[config.mk]
export PLATFORM = sky130hd
export DESIGN_NAME = repetition_encoder_tx
export DESIGN_NICKNAME = d
export VERILOG_FILES = /design/src/rtl/repetition_encoder_tx.sv
export SDC_FILE = /design/constraint.sdc
export NUM_CORES = 1
export LEC_CHECK = 0
export ABC_AREA = 1
export CAP_MARGIN = 20
export CORE_MARGIN = 2
export CORE_UTILIZATION = 35
export DETAILED_ROUTE_END_ITERATION = 6
export SLEW_MARGIN = 10
export SYNTH_ARGS = -nofsm -noshare
export SYNTH_HDL_FRONTEND = slang
export SYNTH_SLANG_ARGS = --single-unit
export TNS_END_PERCENT = 5
[constraint.sdc]
create_clock -name clk -period 1.65 [get_ports clk]
set_clock_uncertainty 0.15 [all_clocks]
set_input_delay 0.165 -clock clk [delete_from_list [all_inputs] [get_ports clk]]
set_output_delay 0.165 -clock clk [all_outputs]
set_load 0.02 [all_outputs]
[src/rtl/repetition_encoder_tx.sv]
// repetition_encoder_tx: serial repetition-code transmitter with one-word hold buffer
module repetition_encoder_tx #(
  parameter int DATA_W = 8,
  parameter int REPS   = 5
) (
  input  logic              clk,
  input  logic              rst_n,
  input  logic              in_valid,
  output logic              in_ready,
  input  logic [DATA_W-1:0] in_data,
  output logic              out_valid,
  input  logic              out_ready,
  output logic              out_bit,
  output logic              out_sof,
  output logic              out_eof,
  output logic              busy
);
  localparam int BW = $clog2(DATA_W);
  localparam int RW = $clog2(REPS);
  if (REPS < 3 || REPS % 2 == 0) begin : g_bad_reps
    $error("REPS must be odd and >= 3");
  end
  if (DATA_W < 2) begin : g_bad_width
    $error("DATA_W must be >= 2");
  end
  typedef enum logic {IDLE, SEND} state_t;
  state_t            state;
  logic [DATA_W-1:0] sh;
  logic [DATA_W-1:0] hold;
  logic [BW-1:0]     bit_idx;
  logic [RW-1:0]     rep_cnt;
  logic              hold_full;
  logic              send;
  logic              last;
  logic              consume;
  logic              accept;
  logic              done;
  assign send      = state == SEND;
  assign last      = send && bit_idx == BW'(DATA_W - 1) && rep_cnt == RW'(REPS - 1);
  assign consume   = send && out_ready;
  assign accept    = in_valid && !hold_full;
  assign done      = consume && last;
  assign in_ready  = !hold_full;
  assign out_valid = send;
  assign out_bit   = send && sh[0];
  assign out_sof   = send && bit_idx == '0 && rep_cnt == '0;
  assign out_eof   = last;
  assign busy      = send || hold_full;
  // Advance the symbol counters, then decide where an incoming or held word goes
  always_ff @(posedge clk or negedge rst_n) begin
    if (!rst_n) begin
      state     <= IDLE;
      sh        <= '0;
      hold      <= '0;
      bit_idx   <= '0;
      rep_cnt   <= '0;
      hold_full <= 1'b0;
    end else begin
      if (consume) begin
        if (rep_cnt != RW'(REPS - 1)) rep_cnt <= rep_cnt + 1'b1;
        else begin
          rep_cnt <= '0;
          sh      <= sh >> 1;
          bit_idx <= last ? '0 : bit_idx + 1'b1;
        end
      end
      if (done && hold_full) begin
        sh        <= hold;
        hold_full <= 1'b0;
      end else if (accept && (!send || done)) begin
        sh      <= in_data;
        bit_idx <= '0;
        rep_cnt <= '0;
        state   <= SEND;
      end else if (accept) begin
        hold      <= in_data;
        hold_full <= 1'b1;
      end else if (done) state <= IDLE;
    end
  end
endmodule

==> results.toml, run 1 <==
[critical_path]
cp.required_ns = 1.71
cp.arrival_ns = 1.88
cpMaxStageDelayCell = "dfrtp_1"
cpMostUsedCell = "nand2_4"
critPathTopFamily = "simple AND/OR/NAND/NOR gates"
end_kind = "register"
path_buf_inv = 2
cpPeakStageDelay_ns = 0.41
crit_type = "reg2reg"
start_kind = "register"
crit_chain = "ha_2 > ha_4 > nand2_4 > nor2_4 > nand2_4 > nand2_4 > nand2_4 > nand2_8 > buf_12 > o21ai_1 > inv_1 > nand2_1"
crit_path_max_fanout = 7

[placement]
io_buffers = 17
gp_congestion = 0.851
place_area_um2 = 1790
place_hpwl_um = 2460

[die]
core_area_um2 = 3690
pin_count = 18
start_util_pct = 36.9
dieArea_um2 = 4400
rows = 22
die_w_um = 66.3
die_h_um = 66.3

[synth]
yosysWarnings = 0
syn_area_um2 = 1360
syn-num-nets = 189
postSynthCellCount = 172
ys_seq_area_share_pct = 44.2
ys_types = 22
avgSynthCellArea_um2 = 7.91
synth_seq_cells = 24

[detailed_routing]
firstDrtPassIters = 4
first_iter_violations = 31
routedWlPerCell_um = 12.1
ant_nets = 0
routed_wl_um = 3190
route.detailed.drc = 0
num_vias = 1256
viasPerCell = 4.74

[clock_tree]
numCtsBuffers = 3
cts_tree = "yes"
htree_levels = 1
clockBufferDepth = 2
clk_pin_slew_worst_paths_ns = 0.09
clk-insertion-delay-late_ns = 0.27
clkSinkCount = 24
cts-root-buf = "clkbuf_8"
holdBufCountCts = 0

[global_route]
grt_overflow = 0
grt_pass1_vias = 1384
antenna_found_initial = 0
grt_pass1_wl_um = 5700
global_route.usage.total_pct = 17.0
grt_max_degree = 25

[layout]
final_area_um2 = 1910
drive_above_1_share_pct = 31.8
num_antenna_cells = 0
area_growth_pct = 40.5
nets = 235
fillers = 357

[power_and_ir_drop]
power.leakage_uw = 0.000967
power_uw = 2630
ir_drop_mv = 0.604
power_density_nw_per_um2 = 1370

[min_path]
hold_path.class = "in2async"

[sta]
timing.hold.ws_ns = 0.102
period_needed_ns = 1.81
setup_viol = 20
grt_setup_unrepaired = "yes"
fmax_mhz = 552
min_period_over_period_pct = 110
finalWorstSetupSlack_ns = -0.162
final-hold-violation-count = 0
worst_pin_slew_ns = 0.319
maxSlewHeadroom_pct = 78.7
slew_violations = 0
setup_tns_ns = -1.96

[run_status]
violations = "setup timing"
outcome = "finished with violations"

[run]
cap_violations = 0
logic make-up (layout without fill, tap and decap cells):
| group | Yosys count | after routing | synth area share, % |
|---|---|---|---|
| flops | 24 | 24 | 44.2 |
| fa+ha+maj | 5 | 5 | 4.60 |
| compound gates | 20 | 20 | 7.54 |
| simple gates | 96 | 96 | 34.5 |
| buf+inv | 27 | 72 | 9.20 |
worst reg2reg max path, cell delays in order (launching register included):
cell	delay, ns
dfrtp_1	0.41
ha_2	0.20
ha_4	0.17
nand2_4	0.06
nor2_4	0.04
nand2_4	0.10
nand2_4	0.07
nand2_4	0.12
nand2_8	0.10
buf_12	0.14
o21ai_1	0.11
inv_1	0.05
nand2_1	0.06
area by class of cell:
type	count	area, µm²	share of cell area [%]
Multi-Input combinational cell	121	701	36.7
Sequential cell	24	601	31.4
Timing Repair Buffer	45	389	20.4
Inverter	23	88.8	4.65
Tap cell	48	60.1	3.14
Clock buffer	3	41.3	2.16
Clock inverter	1	30.0	1.57
worst paths after layout:
kind                                       from              endpoint  slack [ns]  cells after the start
max                        bit_idx[0]$_DFF_PN0_     sh[4]$_DFFE_PN0P_       -0.16                     12
min                                       rst_n  bit_idx[1]$_DFF_PN0_        0.10                      2
max in group asynchronous                 rst_n     sh[0]$_DFFE_PN0P_        1.00                      2
min reg2reg                   sh[5]$_DFFE_PN0P_     sh[5]$_DFFE_PN0P_        0.35                      2
max reg2reg                bit_idx[0]$_DFF_PN0_     sh[4]$_DFFE_PN0P_       -0.16                     12
min in group clk                     in_data[3]   hold[3]$_DFFE_PN0P_        0.32                      3
through the flow:
| step | util, % | setup WS, ns | cells |
|---|---|---|---|
| detailed placement | 48.5 | -0.210 | 261 |
| finish | 51.8 | -0.162 | 265 |
| CTS | 51.5 | -0.175 | 265 |
| global placement | 48.5 | -0.139 | 261 |
| floorplan | - | -0.189 | 172 |
| global route | 51.8 | -0.248 | 265 |
placed cells by master (no fill, tap or decap), drive strengths merged:
master,count
nand2,59
buf,31
dfrtp,24
inv,23
nor2,19
o21ai,14
nand3,14
clkdlybuf4s50,11
a21oi,5
ha,5
clkbuf,3
dlygate4sd2,2
nor3b,2
nor3,1
or2,1
o211ai,1
bufinv,1
clkdlybuf4s15,1
per-layer routing:
metal	part of all wire, %	global-route usage (%)
met2	53	32.8
met5	0	0
met4	1.7	6.63
met3	1.9	2.39
met1	44	18.3
synthesized netlist by cell type:
cell type | number | area (µm²)
or2_2 | 1 | 6.26
nand3_1 | 11 | 55.1
nor2_2 | 4 | 25.0
buf_4 | 1 | 7.51
nand2_2 | 1 | 6.26
buf_8 | 1 | 15.0
nor2_4 | 2 | 22.5
nor2_1 | 13 | 48.8
inv_1 | 22 | 82.6
o21ai_0 | 14 | 70.1
buf_6 | 1 | 11.3
buf_2 | 1 | 5.00
nor3_1 | 1 | 5.00
nand2_4 | 5 | 56.3
nand3_2 | 3 | 30.0
a21oi_1 | 5 | 25.0
o211ai_1 | 1 | 7.51
dfrtp_1 | 24 | 601
nand2_1 | 53 | 199
nor3b_1 | 2 | 15.0
inv_2 | 1 | 3.75
ha_1 | 5 | 62.6
state kept, by name, indices dropped and copies added (netlist names):
register	cells
bit_idx	3
rep_cnt	3
hold_full	1
out_valid	1
hold	8
sh	8
power by group:
part	total (µW)	leakage (µW)	internal, µW	switching (µW)
clock	527	0.0000357	324	203
combinational	1110	0.000640	523	585
sequential	991	0.000291	840	151
total	2630	0.000967	1690	938
timing repair:
action,4_1_cts,5_1_grt
setup buffers,0,0
setup endpoints to repair,29,26
pin swaps,6,1
resized for setup,32,10
(Power assumes the default switching activity.)
==> run 2, diff against run 1 <==
- CORE_UTILIZATION: 35 -> 44
- DONT_BUFFER_PORTS: unset -> 1
- TNS_END_PERCENT: 5 -> 50
==> run 2 against run 1 <==
Compared with the run above: the flow still finishes with violations (setup timing); cell area rose by 1.2%; highest routed layer unchanged; sequential share of layout area is 0.37 points lower; first-iteration DRC count increased by 39%; critical endpoint is now sh[1]$_DFFE_PN0P_; maximum frequency rose by 0.31%; non-clock buffer count is 3 lower; global-route usage increased by 4.0 points; die area fell by 19%; power is 4.7% lower; worst hold slack lost 0.095 ns; clock-buffer cell count rose by 1; via count fell by 2.1%.
==> results.toml, run 2 (synthesis results as in run 1) <==
[run_status]
outcome = "finished with violations"
violations = "setup timing"

[clock_tree]
cts_tree = "yes"
clockBufferDepth = 2
clk_pin_slew_worst_paths_ns = 0.14
numCtsBuffers = 3
htree_levels = 1
cts-root-buf = "clkbuf_4"
clkSinkCount = 24
clk-insertion-delay-late_ns = 0.33

[sta]
worst_pin_slew_ns = 0.212
period_needed_ns = 1.81
timing.hold.ws_ns = 0.00675
finalWorstSetupSlack_ns = -0.157
final-hold-violation-count = 0
setup_viol = 20
maxSlewHeadroom_pct = 85.8
grt_setup_unrepaired = "yes"
slew_violations = 0
setup_tns_ns = -1.65
fmax_mhz = 553
min_period_over_period_pct = 110

[global_route]
antenna_found_initial = 0
grt_pass1_vias = 1225
use_met2_pct = 37.7
busiest_layer = "met2"
grt_overflow = 0
grt_max_degree = 25
use_met3_pct = 2.40
grt_pass1_wl_um = 5440
met1_usage_pct = 25.5
global_route.usage.total_pct = 20.9

[detailed_routing]
first_iter_violations = 43
route.detailed.drc = 0
ant_nets = 0
viasPerCell = 4.98
routed_wl_um = 3200
num_vias = 1229
routedWlPerCell_um = 13.0
firstDrtPassIters = 4

[placement]
place_hpwl_um = 2320
place_area_um2 = 1620
gp_congestion = 0.794
dp.cells = 230
io_buffers = 0

[critical_path]
crit_chain = "ha_2 > ha_4 > nand2_4 > nor2_4 > nand2_4 > buf_12 > nor2_4 > buf_6 > nand2_2 > nand3_2 > nor2_2 > nor2_1"
reg2reg_from = "bit_idx[0]$_DFF_PN0_"
r2r_slack_ns = -0.16
cpMaxStageDelayCell = "dfrtp_1"
cp.required_ns = 1.77
critPathTopFamily = "simple AND/OR/NAND/NOR gates"
reg2reg_depth = 12
crit_path_max_fanout = 6
end_kind = "register"
path_buf_inv = 2
cpPeakStageDelay_ns = 0.38
r2r_end = "sh[1]$_DFFE_PN0P_"
crit_type = "reg2reg"
start_kind = "register"
cp.arrival_ns = 1.93

[layout]
num_antenna_cells = 0
mostFrequentLayoutCells = "nand2_1, dfrtp_1, buf_4"
nets = 232
layout_commonest_cell = "nand2_1"
area_growth_pct = 42.1
instances_no_fill = 247
top_regs = "hold: 8 flops, sh: 8 flops"
drive_above_1_share_pct = 39.3
final_area_um2 = 1930

[power_and_ir_drop]
ir_drop_mv = 0.683
power_density_nw_per_um2 = 1290
power.leakage_uw = 0.000977

[min_path]
hold_path.class = "in2reg"
hold_end = "hold_full$_DFFE_PN0P_"
hp-start = "out_ready"
hold_path_depth = 4

[die]
dieArea_um2 = 3550
start_util_pct = 45.3
pin_count = 18
die_h_um = 59.6
core_area_um2 = 3000
rows = 20
die_w_um = 59.6

[run]
cap_violations = 0
## run 2: routing by layer
metal / up-vias / part of all wire [%]
li1: 626 / -
met1: 579 / 43
met2: 19 / 53
met3: 5 / 2.9
met4: 0 / 1.7
met5: - / 0
## run 2: worst max-delay path by stage
| stage | startpoint | endpoint | slack [ns] | cells after the start |
|---|---|---|---|---|
| 2_1_floorplan | bit_idx[0]$_DFF_PN0_ | sh[0]$_DFFE_PN0P_ | -0.19 | 12 |
| 3_3_place_gp | bit_idx[1]$_DFF_PN0_ | bit_idx[2]$_DFF_PN0_ | -0.14 | 11 |
| 3_5_place_dp | rep_cnt[0]$_DFF_PN0_ | bit_idx[2]$_DFF_PN0_ | -0.19 | 11 |
| 4_1_cts | bit_idx[0]$_DFF_PN0_ | sh[7]$_DFFE_PN0P_ | -0.13 | 10 |
| 5_1_grt | bit_idx[0]$_DFF_PN0_ | sh[1]$_DFFE_PN0P_ | -0.28 | 12 |
| 6_report | bit_idx[0]$_DFF_PN0_ | sh[1]$_DFFE_PN0P_ | -0.16 | 12 |
## run 2: through the flow
stage          setup WS (ns)  utilization (%)  power (µW)
2_1_floorplan         -0.189                -        1600
3_3_place_gp          -0.142             54.0        1910
3_5_place_dp          -0.185             54.0        1960
4_1_cts               -0.132             62.0        2440
5_1_grt               -0.280             64.4        2740
6_report              -0.157             64.4        2500
## run 2: repair_timing
action	CTS	global route
endpoints found under the hold margin	42	0
gates cloned	0	0
gates resized for setup	26	24
buffers inserted	1	1
pin swaps	8	0
hold buffers	11	0
setup endpoints to repair	24	24
## run 2: tightest hold or removal path, delay by kind of cell
family / cells / cell delay, ns
AO/OA/AOI/OAI: 1 / 0.06
buffers and inverters: 1 / 0.11
AND/OR/NAND/NOR: 2 / 0.12
## run 2: final cells by class
class                           instances  area [µm²]
Tap cell                               33        41.3
Timing Repair Buffer                   42         404
Multi-Input combinational cell        121         757
Clock buffer                            4        36.3
Inverter                               23        93.8
Sequential cell                        24         601
Fill cell                             251        1070
## run 2: power breakdown
| group | switching [µW] | leakage (µW) | internal (µW) |
|---|---|---|---|
| combinational | 635 | 0.000664 | 556 |
| clock | 189 | 0.0000210 | 135 |
| sequential | 149 | 0.000291 | 838 |
